**config.mk**
```make
export PLATFORM = sky130hd
export DESIGN_NAME = fpadd_sched
export DESIGN_NICKNAME = d
export VERILOG_FILES = /design/src/rtl/fpadd_pkg.sv /design/src/rtl/rr_arbiter.sv /design/src/rtl/fpadd_sched.sv
export SDC_FILE = /design/constraint.sdc
export NUM_CORES = 1
export LEC_CHECK = 0
export CORE_AREA = 8 8 152 154
export CTS_CLUSTER_SIZE = 8
export DETAILED_ROUTE_END_ITERATION = 10
export DIE_AREA = 0 0 160 162
export GPL_TIMING_DRIVEN = 0
export PLACE_DENSITY = 0.74
export SLEW_MARGIN = 40
export SYNTH_ARGS = -nofsm -noshare
export SYNTH_HDL_FRONTEND = slang
export SYNTH_HIERARCHICAL = 1
export SYNTH_SLANG_ARGS = --single-unit
```
**constraint.sdc**
```tcl
create_clock -name clk -period 4.5 [get_ports clk]
set_input_delay 1.125 -clock clk [delete_from_list [all_inputs] [get_ports clk]]
set_output_delay 1.125 -clock clk [all_outputs]
set_load 0.01 [all_outputs]
```
**src/rtl/fpadd_pkg.sv**
```systemverilog
// Shared types and constants for the fpadd request scheduler.
package fpadd_pkg;

   localparam int          FP_W = 32;
   localparam int          ID_W = 3;
   localparam logic [31:0] QNAN = 32'h7FC0_0000;

   typedef enum logic [1:0] {
      IDLE,
      ISSUE,
      WAIT,
      RESP
   } state_t;

endpackage

```
**src/rtl/rr_arbiter.sv**
```systemverilog
// Combinational round-robin picker: first asserted request at or after i_ptr, wrapping at NREQ.
module rr_arbiter
   import fpadd_pkg::*;
#(
   parameter int NREQ = 4
) (
   input  logic [NREQ-1:0] i_req,
   input  logic [ID_W-1:0] i_ptr,
   output logic [NREQ-1:0] o_grant,
   output logic [ID_W-1:0] o_idx,
   output logic            o_any
);

   int   w_j;
   logic w_found;

   always_comb begin
      o_grant = '0;
      o_idx   = '0;
      w_found = 1'b0;
      w_j     = 0;
      for (int k = 0; k < NREQ; k++) begin
         w_j = int'(i_ptr) + k;
         if (w_j >= NREQ) w_j = w_j - NREQ;
         if (!w_found && i_req[w_j]) begin
            o_grant[w_j] = 1'b1;
            o_idx        = ID_W'(w_j);
            w_found      = 1'b1;
         end
      end
   end

   assign o_any = |i_req;

endmodule

```
**src/rtl/fpadd_sched.sv**
```systemverilog
// Shares one iterative fpadd between NREQ requesters, one full operation per grant.
// Optional watchdog on the adder's done is enabled by defining FPADD_TIMEOUT_EN.
//
// state | meaning
// IDLE  | arbitrate; on a grant latch operands and requester id
// ISSUE | pulse fa_start, clear the wait counter
// WAIT  | count; accept fa_done only once the counter reaches RESULT_DELAY
// RESP  | present result until rsp_ready, then advance the round-robin pointer
module fpadd_sched
   import fpadd_pkg::*;
#(
   parameter int NREQ           = 4,
   parameter int RESULT_DELAY   = 26,
   parameter int TIMEOUT_CYCLES = 64
) (
   input  logic                 clk,
   input  logic                 reset_n,
   input  logic [NREQ-1:0]      req_valid,
   input  logic [NREQ*FP_W-1:0] req_a,
   input  logic [NREQ*FP_W-1:0] req_b,
   output logic [NREQ-1:0]      req_ready,
   output logic                 rsp_valid,
   output logic [ID_W-1:0]      rsp_id,
   output logic [FP_W-1:0]      rsp_sum,
   output logic                 rsp_err,
   input  logic                 rsp_ready,
   output logic                 fa_start,
   output logic [FP_W-1:0]      fa_a,
   output logic [FP_W-1:0]      fa_b,
   input  logic [FP_W-1:0]      fa_sum,
   input  logic                 fa_done
);

   localparam int CNT_LIM = (TIMEOUT_CYCLES > RESULT_DELAY) ? TIMEOUT_CYCLES : RESULT_DELAY;
   localparam int CNT_W   = $clog2(CNT_LIM + 1);

   state_t            r_state, w_state_n;
   logic [CNT_W-1:0]  r_cnt;
   logic [ID_W-1:0]   r_ptr, r_id, w_idx;
   logic [NREQ-1:0]   w_grant;
   logic              w_any, w_hit, w_tmo;
   logic [FP_W-1:0]   r_fa_a, r_fa_b, r_sum, w_a, w_b;

   rr_arbiter #(.NREQ(NREQ)) u_arb (
      .i_req   (req_valid),
      .i_ptr   (r_ptr),
      .o_grant (w_grant),
      .o_idx   (w_idx),
      .o_any   (w_any)
   );

   always_comb begin
      w_a = '0;
      w_b = '0;
      for (int i = 0; i < NREQ; i++) begin
         if (w_idx == ID_W'(i)) begin
            w_a = req_a[i*FP_W +: FP_W];
            w_b = req_b[i*FP_W +: FP_W];
         end
      end
   end

   // fa_done is stale until the adder has had RESULT_DELAY cycles to normalise
   assign w_hit = (r_cnt >= CNT_W'(RESULT_DELAY)) && fa_done;

`ifdef FPADD_TIMEOUT_EN
   logic r_err;
   assign w_tmo = (r_cnt >= CNT_W'(TIMEOUT_CYCLES));

   always_ff @(posedge clk or negedge reset_n) begin
      if (!reset_n)              r_err <= 1'b0;
      else if (r_state == WAIT)  r_err <= !w_hit && w_tmo;
   end

   assign rsp_err = r_err;
`else
   assign w_tmo   = 1'b0;
   assign rsp_err = 1'b0;
`endif

   always_ff @(posedge clk or negedge reset_n) begin
      if (!reset_n) r_state <= IDLE;
      else          r_state <= w_state_n;
   end

   always_comb begin
      w_state_n = r_state;
      case (r_state)
         IDLE:    if (w_any) w_state_n = ISSUE;
         ISSUE:   w_state_n = WAIT;
         WAIT:    if (w_hit || w_tmo) w_state_n = RESP;
         RESP:    if (rsp_ready) w_state_n = IDLE;
         default: w_state_n = IDLE;
      endcase
   end

   always_ff @(posedge clk or negedge reset_n) begin
      if (!reset_n) begin
         r_cnt  <= '0;
         r_ptr  <= '0;
         r_id   <= '0;
         r_fa_a <= '0;
         r_fa_b <= '0;
         r_sum  <= '0;
      end else begin
         case (r_state)
            IDLE: begin
               if (w_any) begin
                  r_fa_a <= w_a;
                  r_fa_b <= w_b;
                  r_id   <= w_idx;
               end
            end
            ISSUE: r_cnt <= '0;
            WAIT: begin
               if (r_cnt != CNT_W'(CNT_LIM)) r_cnt <= r_cnt + 1'b1;
               if (w_hit)      r_sum <= fa_sum;
               else if (w_tmo) r_sum <= QNAN;
            end
            RESP: begin
               if (rsp_ready)
                  r_ptr <= (r_id == ID_W'(NREQ - 1)) ? '0 : r_id + 1'b1;
            end
            default: ;
         endcase
      end
   end

   // gated by reset_n so a held request cannot leak a grant while in reset
   assign req_ready = (r_state == IDLE && reset_n) ? w_grant : '0;
   assign fa_start  = (r_state == ISSUE);
   assign rsp_valid = (r_state == RESP);
   assign rsp_id    = r_id;
   assign rsp_sum   = r_sum;
   assign fa_a      = r_fa_a;
   assign fa_b      = r_fa_b;

endmodule

```
==> qor_table.md <==
| Step | Item | Value |
| --- | --- | --- |
| run status | Run status | complete, no violations |
| logic synthesis | Post-synth EDFFs | 0 |
| power | Leakage power | 4.64 nW |
| critical path | Critical path endpoint category | output port |
| logic synthesis | Avg Inst Size Synth | 14.2 sq um |
| logic synthesis | Cell with the most instances after synthesis | dfrtp_1 |
| route | Initial detailed-routing violation count | 339 |
| timing | Post-route minimum period | 4400 ps |
| logic synthesis | Library cells used by synthesis | 50 |
| logic synthesis | Commonest cells post-synth | 111 x dfrtp_1, 70 x a22o_1, 66 x mux4_2, 37 x mux2_2, 25 x clkbuf_1 |
| floorplan | Die Outline Area | 25900 sq um |
| clock tree | CTS clock-pin slew for the worst setup and hold paths | 70 ps |
| cells and area | Signed area change from the synthesized netlist to the final layout | 74.7% |
| logic synthesis | Post-synth top flop | dfrtp_1 |
| route | Final ANT Viol Nets | 0 |
| logic synthesis | Cell taking the most area after synthesis | dfrtp_1 |
| clock tree | Clock Sinks | 111 |
| floorplan | Rows | 53 |
| logic synthesis | Top cell type's share of synthesized area | 0.431 |
| timing | Final period util | 0.978 |
| cells and area | Number of fillers in the final layout | 1794 |
| placed design | Routability congestion estimate | 0.894 |
| critical path | Critical Path Slowest Stage Cell | mux4_2 |
| cells and area | Final non-filler cell total | 1163 |
| critical path | Data arrival time of the worst path | 3270 ps |
| timing | Worst slew slack as a fraction of its limit | 0.504 |
| critical path | Worst setup path category | input pin to output port |
| logic synthesis | Gate Count Post-Synth | 455 |
| route | TritonRoute pass-1 iters | 4 |
| global route | Global route total overflow | 0 |
| route | Post-Route WL | 26600 microns |
| placed design | Half-perimeter wire length after placement | 21900 microns |
| route | Vias per inst | 5.14 |
| floorplan | Vertical die dimension | 162 microns |
| logic synthesis | Share of flip-flops with an asynchronous set or reset after synthesis | 1.00 |
| global route | Number of antenna violations at the first check in global routing | 2 |
| critical path | Ordered list of cells on the worst path | clkdlybuf4s50_1 -> buf_6 -> mux4_2 -> buf_4 -> a221oi_1 -> o2bb2ai_1 -> and3_1 -> dlygate4sd2_1 |
| logic synthesis | Fraction of the yosys area taken by sequential cells | 0.431 |
| clock tree | TritonCTS Buffers | 9 |
| timing | Worst setup skew after layout | 11.2 ps |
| clock tree | Number of H-tree levels | 3 |
| floorplan | Width of the die | 160 microns |
| timing | Fmax | 227 MHz |
| timing | Worst hold slack across all endpoints | 496 ps |
| critical path | Maximum fanout along the worst path | 10 |
| route | DRC violations left | 0 |
| power | Ratio of total power to cell area | 543 nW/um^2 |
| critical path | Largest delay share family, worst path | buffers and inverters |
| logic synthesis | Number of nets produced by synthesis | 768 |
| cells and area | Core Util, Final | 0.545 |
| timing | Final hold viol count | 0 |
| critical path | Buffering stage count on the worst path with inverters included | 4 |
| placed design | Placed Instances | 1131 |
| cells and area | Multi-input gate area in the final layout | 3430 sq um |
| cells and area | Number of nets in the layout | 1195 |
| cells and area | Fraction of final layout cells sized beyond drive strength 1 | 0.186 |
| floorplan | Top-level port count | 402 |
| critical path | CP required | 3380 ps |
| clock tree | TritonCTS clock tree | yes |
| timing | Fin. max-slew vios | 0 |
| floorplan | Core Footprint | 20700 sq um |
| logic synthesis | Leading post-synthesis cells by cell area | dfrtp_1 43%, mux4_2 23%, a22o_1 9.5% |
| logic synthesis | Number of storage elements in the synthesis netlist | 111 |
| clock tree | Maximum root-to-sink buffer count | 2 |
| job | Max-capacitance violation count | 0 |
| global route | Number of global-route vias before repair | 6615 |
| critical path | Max incr delay on CP | 550 ps |
| floorplan | Initial Util | 0.312 |
| route | Total vias in the final route | 5976 |
| global route | First-pass GRT wire length | 39900 microns |
| timing | Actual transition at the worst max-transition pin | 743 ps |
| timing | Final setup violation count | 0 |
| critical path | Startpoint types | input pin |
| power | Peak supply drop | 0.000275 V |
| logic synthesis | Area of the mapped netlist | 6450 sq um |
| placed design | Number of port buffers | 400 |
| clock tree | Library cell used as clock root buffer | clkbuf_16 |
| route | Routed wirelength normalized by instance count | 22.9 microns |
| global route | Maximum number of pins on one net before global-route repair | 70 |
| logic synthesis | Synthesis Warnings | 6 |
| clock tree | Clock latency of the later-clocked register in the worst-skew pair | 360 ps |
| cells and area | Area occupied by registers | 2780 sq um |
| worst hold path | Path type of the worst min-delay path | register to register |
| global route | Overall global routing resource usage | 0.200 |
[flip-flops by register name (all words and copies together) (netlist names)]
register and count:
fa_a 32, fa_b 32, r_cnt 7, r_ptr 3, r_state 2, rsp_id 3
rsp_sum 32
[where the power goes]
part,total (W),internal [W],switching (W)
Sequential,0.00155,0.00133,0.000217
Combinational,0.00374,0.00209,0.00166
Clock,0.000829,0.000401,0.000427
Total,0.00612,0.00382,0.00230
[worst paths after layout]
kind	start	to	slack, ps	cells after the start
worst max-delay path	req_valid[2]	req_ready[3]	100	8
worst min-delay path	rsp_sum[5]$_DFFE_PN0P_	rsp_sum[5]$_DFFE_PN0P_	500	1
worst max register to register	r_ptr[0]$_DFFE_PN0P_	fa_b[31]$_DFFE_PN0P_	640	13
worst min register to register	rsp_sum[5]$_DFFE_PN0P_	rsp_sum[5]$_DFFE_PN0P_	500	1
max in group asynchronous	reset_n	fa_b[9]$_DFFE_PN0P_	3190	2
min in group asynchronous	reset_n	r_state[1]$_DFFE_PN0P_	660	1
[final cells by class]
type	count	share of cell area
clock buffers	9	0.0200
diodes	1	0.000222
flip-flops and latches	111	0.247
plain buffers	39	0.0192
inverters	11	0.00400
repair buffers	416	0.367
multi-input cells	294	0.305
well taps	275	0.0305
clock inverters	7	0.00744
[layout by cell type, fill, tap and decap left out, types with 4 or more instances in the layout]
master	n
clkbuf_16	9
and3_1	4
nand2_1	11
a22o_1	70
buf_6	6
o21ai_0	9
nand2b_1	4
nor2_1	12
clkdlybuf4s50_1	394
mux2_2	37
mux4_2	66
clkbuf_1	21
dfrtp_1	109
ha_1	17
dlygate4sd2_1	4
nand3_1	5
buf_2	6
buf_4	17
nor3_1	5
inv_1	10
a21oi_1	4
[per-stage QoR]
step / instance area (sq um) / setup WS [ps] / total power (W) / TNS (ps)
after floorplan: 6450 / 590 / 0.00370 / 0
after global placement: 10800 / -3280 / 0.00519 / -267090
after detailed placement: 10800 / -265 / 0.00525 / -1910
after CTS: 11200 / 37.6 / 0.00616 / 0
after global routing: 11300 / -8.45 / 0.00653 / -14.6
final: 11300 / 101 / 0.00612 / 0
[routing by layer]
metal | track usage | share of wire
met4 | 0.0438 | 0.013
met1 | 0.222 | 0.37
met3 | 0.0848 | 0.10
met2 | 0.352 | 0.52
met5 | 0 | 0.00049
[cells by family after synthesis]
logic type | share of synthesized area
simple gates | 0.0458
buf+inv | 0.0380
other cells | 0.000581
fa+ha+maj | 0.0330
flops | 0.431
mux | 0.304
xor+xnor | 0.00136
compound gates | 0.146
[repair_timing]
action / 4_1_cts / 5_1_grt
gates resized for setup: 14 / 4
setup buffers: 8 / 7
pin swaps: 0 / 1
setup endpoints to repair: 13 / 4
hold buffers: 0 / 0
(Power assumes the default switching activity.)
